`src/rtl/seg7_scan_drv.sv`:
```
// ---------------------------------------------------------------------------
// seg7_scan_drv
//
// Drives a 4-digit multiplexed common-anode 7-segment display with a 16-bit
// hex value. Digits are time-multiplexed, with one digit per slot of
// DIV_MAX+1 clocks. Each slot starts with BLANK_CYCLES clocks where every
// anode is off, so the segment lines can settle before the next digit lights.
// The displayed value is captured once per frame, at the end of digit 3's
// slot. A change to the input in the middle of a frame therefore never mixes
// two values on the display.
//
// Build option:
//   SEG_LZB_EN  leading-zero blanking. When defined, digit k (k = 3..1) is
//               held dark when shadow nibbles k..3 are all zero and the
//               captured decimal point for that digit is clear. Digit 0 is
//               always shown.
//
// Ports:
//   clk     in   1   system clock
//   clr     in   1   asynchronous active-high reset
//   value   in   16  value[3:0] -> digit 0 (rightmost) ... value[15:12] -> digit 3
//   dp_in   in   4   decimal point request per digit, active-high
//   en      in   1   display enable; 0 forces all anodes off, scan keeps running
//   an      out  4   digit anodes, active-low
//   seg     out  7   segments {g,f,e,d,c,b,a}, active-low
//   dp      out  1   decimal point, active-low
// ---------------------------------------------------------------------------
module seg7_scan_drv #(
    parameter int          DIV_WIDTH    = 17,
    parameter int unsigned DIV_MAX      = 49999,
    parameter int unsigned BLANK_CYCLES = 16
) (
    input  logic        clk,
    input  logic        clr,
    input  logic [15:0] value,
    input  logic [3:0]  dp_in,
    input  logic        en,
    output logic [3:0]  an,
    output logic [6:0]  seg,
    output logic        dp
);

    localparam logic [DIV_WIDTH-1:0] CNT_MAX   = DIV_WIDTH'(DIV_MAX);
    localparam logic [DIV_WIDTH-1:0] CNT_BLANK = DIV_WIDTH'(BLANK_CYCLES);
    localparam logic [DIV_WIDTH-1:0] CNT_ONE   = DIV_WIDTH'(1);

    // Scan state
    logic [DIV_WIDTH-1:0] cnt_q, cnt_d;
    logic [1:0]           idx_q, idx_d;

    // Per-frame snapshot of the display contents
    logic [15:0]          shadow_q, shadow_d;
    logic [3:0]           dp_sh_q, dp_sh_d;

    // Registered pad outputs
    logic [3:0]           an_q, an_d;
    logic [6:0]           seg_q, seg_d;
    logic                 dp_q, dp_d;

    // Combinational helpers
    logic                 cnt_wrap;
    logic                 frame_end;
    logic [3:0]           cur_nibble;
    logic [3:0]           suppress;
    logic                 digit_lit;

    // Hex to active-low {g,f,e,d,c,b,a}
    function automatic logic [6:0] hex_to_seg(input logic [3:0] n);
        logic [6:0] s;
        case (n)
            4'h0:    s = 7'h40;
            4'h1:    s = 7'h79;
            4'h2:    s = 7'h24;
            4'h3:    s = 7'h30;
            4'h4:    s = 7'h19;
            4'h5:    s = 7'h12;
            4'h6:    s = 7'h02;
            4'h7:    s = 7'h78;
            4'h8:    s = 7'h00;
            4'h9:    s = 7'h10;
            4'hA:    s = 7'h08;
            4'hB:    s = 7'h03;
            4'hC:    s = 7'h46;
            4'hD:    s = 7'h21;
            4'hE:    s = 7'h06;
            default: s = 7'h0E;
        endcase
        return s;
    endfunction

    // Refresh counter and digit index
    always_comb begin
        cnt_wrap = (cnt_q == CNT_MAX);
        cnt_d    = cnt_wrap ? '0 : cnt_q + CNT_ONE;
        idx_d    = cnt_wrap ? idx_q + 2'd1 : idx_q;
    end

    // The frame boundary is the last clock of digit 3's slot. Capturing the
    // snapshot here makes it valid in the same clock that digit 0's slot starts.
    always_comb begin
        frame_end = cnt_wrap && (idx_q == 2'd3);
        shadow_d  = frame_end ? value : shadow_q;
        dp_sh_d   = frame_end ? dp_in : dp_sh_q;
    end

    // Select the nibble for the current digit
    always_comb begin
        cur_nibble = 4'h0;
        case (idx_q)
            2'd0:    cur_nibble = shadow_q[3:0];
            2'd1:    cur_nibble = shadow_q[7:4];
            2'd2:    cur_nibble = shadow_q[11:8];
            default: cur_nibble = shadow_q[15:12];
        endcase
    end

    // Digit suppression is derived only from the snapshot, so it cannot change
    // during a frame.
    always_comb begin
        suppress = 4'b0000;
`ifdef SEG_LZB_EN
        suppress[3] = (shadow_q[15:12] == 4'h0) && !dp_sh_q[3];
        suppress[2] = (shadow_q[15:8]  == 8'h00) && !dp_sh_q[2];
        suppress[1] = (shadow_q[15:4]  == 12'h000) && !dp_sh_q[1];
        suppress[0] = 1'b0;
`else
        suppress    = 4'b0000;
`endif
    end

    // Output stage. seg and dp follow the index with no gating, so they change
    // at the slot start. The anode stays off until the blank window has passed.
    always_comb begin
        digit_lit = en && (cnt_q >= CNT_BLANK) && !suppress[idx_q];
        an_d      = digit_lit ? ~(4'b0001 << idx_q) : 4'b1111;
        seg_d     = hex_to_seg(cur_nibble);
        dp_d      = ~dp_sh_q[idx_q];
    end

    always_ff @(posedge clk or posedge clr) begin
        if (clr) begin
            cnt_q    <= '0;
            idx_q    <= 2'd0;
            shadow_q <= 16'h0000;
            dp_sh_q  <= 4'b0000;
            an_q     <= 4'b1111;
            seg_q    <= 7'h7F;
            dp_q     <= 1'b1;
        end else begin
            cnt_q    <= cnt_d;
            idx_q    <= idx_d;
            shadow_q <= shadow_d;
            dp_sh_q  <= dp_sh_d;
            an_q     <= an_d;
            seg_q    <= seg_d;
            dp_q     <= dp_d;
        end
    end

    assign an  = an_q;
    assign seg = seg_q;
    assign dp  = dp_q;

endmodule
```
`config.mk`:
```
export PLATFORM = sky130hd
export DESIGN_NAME = seg7_scan_drv
export DESIGN_NICKNAME = d
export VERILOG_FILES = /design/src/rtl/seg7_scan_drv.sv
export SDC_FILE = /design/constraint.sdc
export NUM_CORES = 1
export LEC_CHECK = 0
export ABC_AREA = 1
export CORE_ASPECT_RATIO = 1.25
export CORE_MARGIN = 2
export CORE_UTILIZATION = 25
export CTS_CLUSTER_DIAMETER = 100
export CTS_CLUSTER_SIZE = 20
export DETAILED_ROUTE_END_ITERATION = 6
export PLACE_DENSITY = 0.41
export SYNTH_ARGS = -nofsm -noshare
export SYNTH_HDL_FRONTEND = slang
export SYNTH_SLANG_ARGS = --single-unit
```
`constraint.sdc`:
```
create_clock -name clk -period 4 [get_ports clk]
set_input_delay 0.4 -clock clk [delete_from_list [all_inputs] [get_ports clk]]
set_output_delay 0.4 -clock clk [all_outputs]
set_load 0.05 [all_outputs]
```
# After elaboration in Yosys (flattened, before gate mapping)
# Memories as Yosys holds them, arrays and structs flattened. A register that Yosys moved wholly into a read port is not among the register bits.
# Cells that the tools add are included.
dict set report classes {
  eq_ne 4
  add_sub_neg 2
  magnitude_cmp 2
  n_bitwise 2
  n_mux 7
  reduce_logical 5
  shift 1
}
# operator count
set ops {}
lappend ops {{17-bit by 1-bit adder with 17-bit output, second input constant} 1}
lappend ops {{17-bit by 16-bit == test with 1-bit output, second input constant} 1}
lappend ops {{17-bit by 5-bit >= comparator with 1-bit output, second input constant} 1}
lappend ops {{17-bit two-way mux} 1}
lappend ops {{4-bit one-hot mux with 3 select lines} 1}
lappend ops {{1-bit binary-select mux with 2-bit select} 2}
lappend ops {{2-bit == test, second input constant} 2}
lappend ops {{4-bit two-way mux} 1}
lappend ops {{4-bit NOT} 1}
lappend ops {{1-bit by 2-bit << shifter with 4-bit output, first input constant} 1}
lappend ops {{1-bit logical AND} 3}
lappend ops {{2-bit by 3-bit < comparator with 1-bit output, second input constant} 1}
lappend ops {{2-bit by 1-bit adder with 2-bit output, second input constant} 1}
lappend ops {{2-bit by 1-bit == test with 1-bit output, second input constant} 1}
lappend ops {{2-bit logical NOT} 1}
lappend ops {{1-bit two-way mux} 2}
lappend ops {{1-bit logical NOT} 1}
lappend ops {{1-bit NOT} 1}
dict set report word_totals {
  mem_count 1
  out_inout_bits 12
  ff_bits 44
  romBits 112
}
# name depth width read_ports rd_clocked_by_memory_dff wr line_no
set memory_table {}
lappend memory_table {{(name not given)} 16 7 1 1 0 70} ;# case (n)

# Depth between registers and ports, before layout
dict set report logic_depth {
  word_depth 5
  ltp_mapped 11
  depth_no_buf 11
}

# Worst setup path after synthesis
# Ideal clock, no wire load.
dict set report synth_path {
  path_type {register to register}
  from {reg idx_q[0]}
  to {reg seg_q[3] (netlist: seg[3])}
  path_slack_ns 2.278
  stages_incl_launch_ff 10
  required_time_ns 3.939
  arrival_ns 1.661
  synth_period_minus_slack_ns 1.722
  cell_sequence {dfrtp_1 inv_1 ha_1 nand2_1 nand2_1 o21bai_1 ha_1 nand3_1 nand3_1 nand2_1}
}
dict set report synth_via {
  elab_chain_cells 2
  elab_cells_between_ends 4
  cone_classes {eq/ne: 2; mux: 1; reduce/logical: 1}
}
# item line_no
set synth_lines {}
lappend synth_lines {{from (decl)} 49} ;# logic [1:0] idx_q, idx_d;
lappend synth_lines {{from (signal assigned)} 151} ;# idx_q <= idx_d;
lappend synth_lines {{2-bit == test (tied with other cells)} 109} ;# case (idx_q)
lappend synth_lines {{4-bit one-hot mux with 3 select lines (*)} 109}
lappend synth_lines {{to (decl)} 57} ;# logic [6:0] seg_q, seg_d;
# Every way passes the cells marked *; elsewhere a longest branch is shown, timed or not.
# A chain may end at the register's enable or synchronous reset.

# Final worst setup path
# Ends and elaborated chain as after synthesis.

==> reports/results.txt <==
largest net degree at the start of global routing = 36
CP most frequent cell = nand2_1
GR Util All Layers = 0.122
routed wire length = 6.46 mm
Mapped Nets = 376
Startpoint Class = register
Synth area leaders = dfrtp_1 36%, nand2_1 16%, dfstp_2 12%, nand3_1 8.9%, ha_1 5.6%
Worst IR Drop VDD = 0.166 mV
Fill cells = 1136
ANT nets after route = 0
most frequent cell after synthesis = nand2_1
IO Port Bufs = 34
Pleak = 1.55 nW
Seq/Total Area, Yosys = 0.481
Vias/cell = 4.31
synth unique cells = 27
Area Growth Syn to Fin = 23.6%
H-tree levels = 2
CTS tree = done
slowest stage cell, crit path = dfrtp_1
min-delay worst type = reg -> reg
synthesized area per cell = 7.87 um2
final hold violation count = 0
Resized cells post-CTS = 0
Synth top cells by count = 114 x nand2_1, 48 x nand3_1, 39 x dfrtp_1
Final period util = 0.517
Root Buffer = clkbuf_16
FF-to-FF path depth = 9
initial antenna violation count = 0
Clock Latency Late Sink = 0.29 ns
Layout Nets = 412
crit path DAT = 2.31 ns
clock sinks = 51
area leader, netlist = dfrtp_1
Post-Syn Area = 2690 um2
r2r endpoint = seg[3]$_DFF_PP1_
GRT Residual Overflow = 0
FF-to-FF Start = idx_q[0]$_DFFE_PP0N_
RSZ-0062 raised after global routing = no
Crit path largest cell delay = 0.46 ns
Synth top area share = 0.363
DRC = 0
Synth Instances = 341
vias in the first global route = 2333
HP Start = cnt_q[16]$_DFF_PP0_
CP required = 4.24 ns
CP Class = reg -> reg
Slew HR = 0.404
maximum clock path buffer count = 2
kind of end point of the critical path = register
Post-synth EDFFs = 0
initial core utilization = 0.255
fmax = 0.483 GHz
CP Buf/Inv Count = 1
Die H = 120 um
Top Ports = 35
clock slew seen by the registers of the worst setup and hold paths = 0.07 ns
Slew Viols, Final = 0
wire per inst = 12.7 um
first-pass GRT wire length = 11.4 mm
Num CTS Buffers = 5
Die X-Extent = 96.7 um
share of cells above drive strength 1 = 0.0952
ys flop type = dfrtp_1
worst-margin pin slew = 0.891 ns
R2R Setup Slk = 1.93 ns
Max-cap violations = 0
post-CTS setup buffer count = 0
synth warn = 0
Iter 0 DRT Violations = 88
Hold EP = cnt_q[16]$_DFF_PP0_
FP Rows = 42
critical path fanouts, max = 6
Core ar. = 10500 um2
routed via count = 2196
Setup Total Neg Slack = 0 ns
Final GP Congestion = 0.795
family with the most delay on the worst path = adder cells
WHS = 0.471 ns
full die area = 11600 um2
CP Cell Sequence = inv_1 -> ha_1 -> nand2_1 -> nand2_1 -> o21bai_1 -> ha_1 -> nand3_1 -> nand3_1 -> nand2_1
crit path time final = 2.07 ns
status = finished, final reports clean
synthesis-stage register bit count = 51
HPWL after detailed placement = 4.77 mm
Worst setup startpoint = idx_q[0]$_DFFE_PP0N_
pwr/cell area = 308 nW/um2
number of diodes = 0
worst clock skew = 0.00881 ns
hold_buf cts = 0
Setup violations, final = 0
Detailed Routing Iterations Pass 1 = 4
Post-synth ARST share = 1.00
cell count of the worst hold path = 1
-- report_power, final --
part	internal [mW]	leakage (nW)	switching (mW)
Combinational	0.0204	0.922	0.0170
Sequential	0.517	0.551	0.000371
Clock	0.271	0.0796	0.197
-- worst max-delay path by stage --
stage                     slack, ns                  endpoint  cells after the start
after global routing           1.60  shadow_q[10]$_DFFE_PP0P_                      6
final                          1.93          seg[3]$_DFF_PP1_                      9
after floorplan                2.28          seg[3]$_DFF_PP1_                      9
after CTS                      1.82  shadow_q[10]$_DFFE_PP0P_                      6
after detailed placement       1.84  shadow_q[10]$_DFFE_PP0P_                      6
after global placement         1.89   shadow_q[8]$_DFFE_PP0P_                      6
-- state kept, by name (all words and copies together) (netlist names) --
| register | cells |
|---|---|
| an | 4 |
| cnt_q | 17 |
| dp | 1 |
| dp_sh_q | 4 |
| idx_q | 2 |
| seg | 7 |
| shadow_q | 16 |
-- metrics by stage --
stage | power (mW) | worst slack [ns] | instances | instance area [um2] | utilization
finish | 1.02 | 1.93 | 510 | 3320 | 0.316
global route | 1.07 | 1.60 | 510 | 3320 | 0.316
CTS | 1.04 | 1.82 | 510 | 3320 | 0.316
detailed placement | 0.566 | 1.84 | 502 | 3160 | 0.301
global placement | 0.566 | 1.89 | 502 | 3160 | 0.301
floorplan | 0.536 | 2.28 | 341 | 2690 | -
-- area by class of cell --
| class | count | area (um2) | share of cell area |
|---|---|---|---|
| Clock buffer | 7 | 154 | 0.0464 |
| Multi-Input combinational cell | 246 | 1210 | 0.364 |
| Timing Repair Buffer | 36 | 355 | 0.107 |
| Tap cell | 132 | 165 | 0.0498 |
| Inverter | 37 | 139 | 0.0418 |
| Clock inverter | 1 | 6.26 | 0.00188 |
| Sequential cell | 51 | 1290 | 0.389 |
-- worst register-to-register path, stage by stage (launching register included) --
cell      delay [ns]
dfrtp_1         0.46
inv_1           0.16
ha_1            0.30
nand2_1         0.09
nand2_1         0.07
o21bai_1        0.35
ha_1            0.33
nand3_1         0.10
nand3_1         0.08
nand2_1         0.08
-- placed cells by master, fill, tap and decap left out, drive strengths merged --
cell type and n:
clkbuf 7, nor3 2, dfrtp 39, buf 2, nand4 6, a21oi 3, a32o 1, dfstp 12
nand3 49, o21ai 5, o22ai 1, clkdlybuf4s50 34, ha 12, nand2 117, nor2 40, xnor2 1
o21bai 2, inv 38, or2 2, xor2 5
-- metal layers --
layer	global-route usage	wire length (um)
met1	0.154	3030
met2	0.210	3130
met3	0.0262	200
met4	0.0370	94
met5	0	0
-- cell families (layout without fill, tap and decap cells) --
kind of cell	after synthesis	count (layout)	share of synthesized area
xor+xnor	6	6	0.0196
simple gates	216	216	0.348
fa+ha+maj	12	12	0.0559
flops	51	51	0.481
buf+inv	44	81	0.0690
compound gates	12	12	0.0266
No activity file was read; power rests on OpenSTA's default activity.
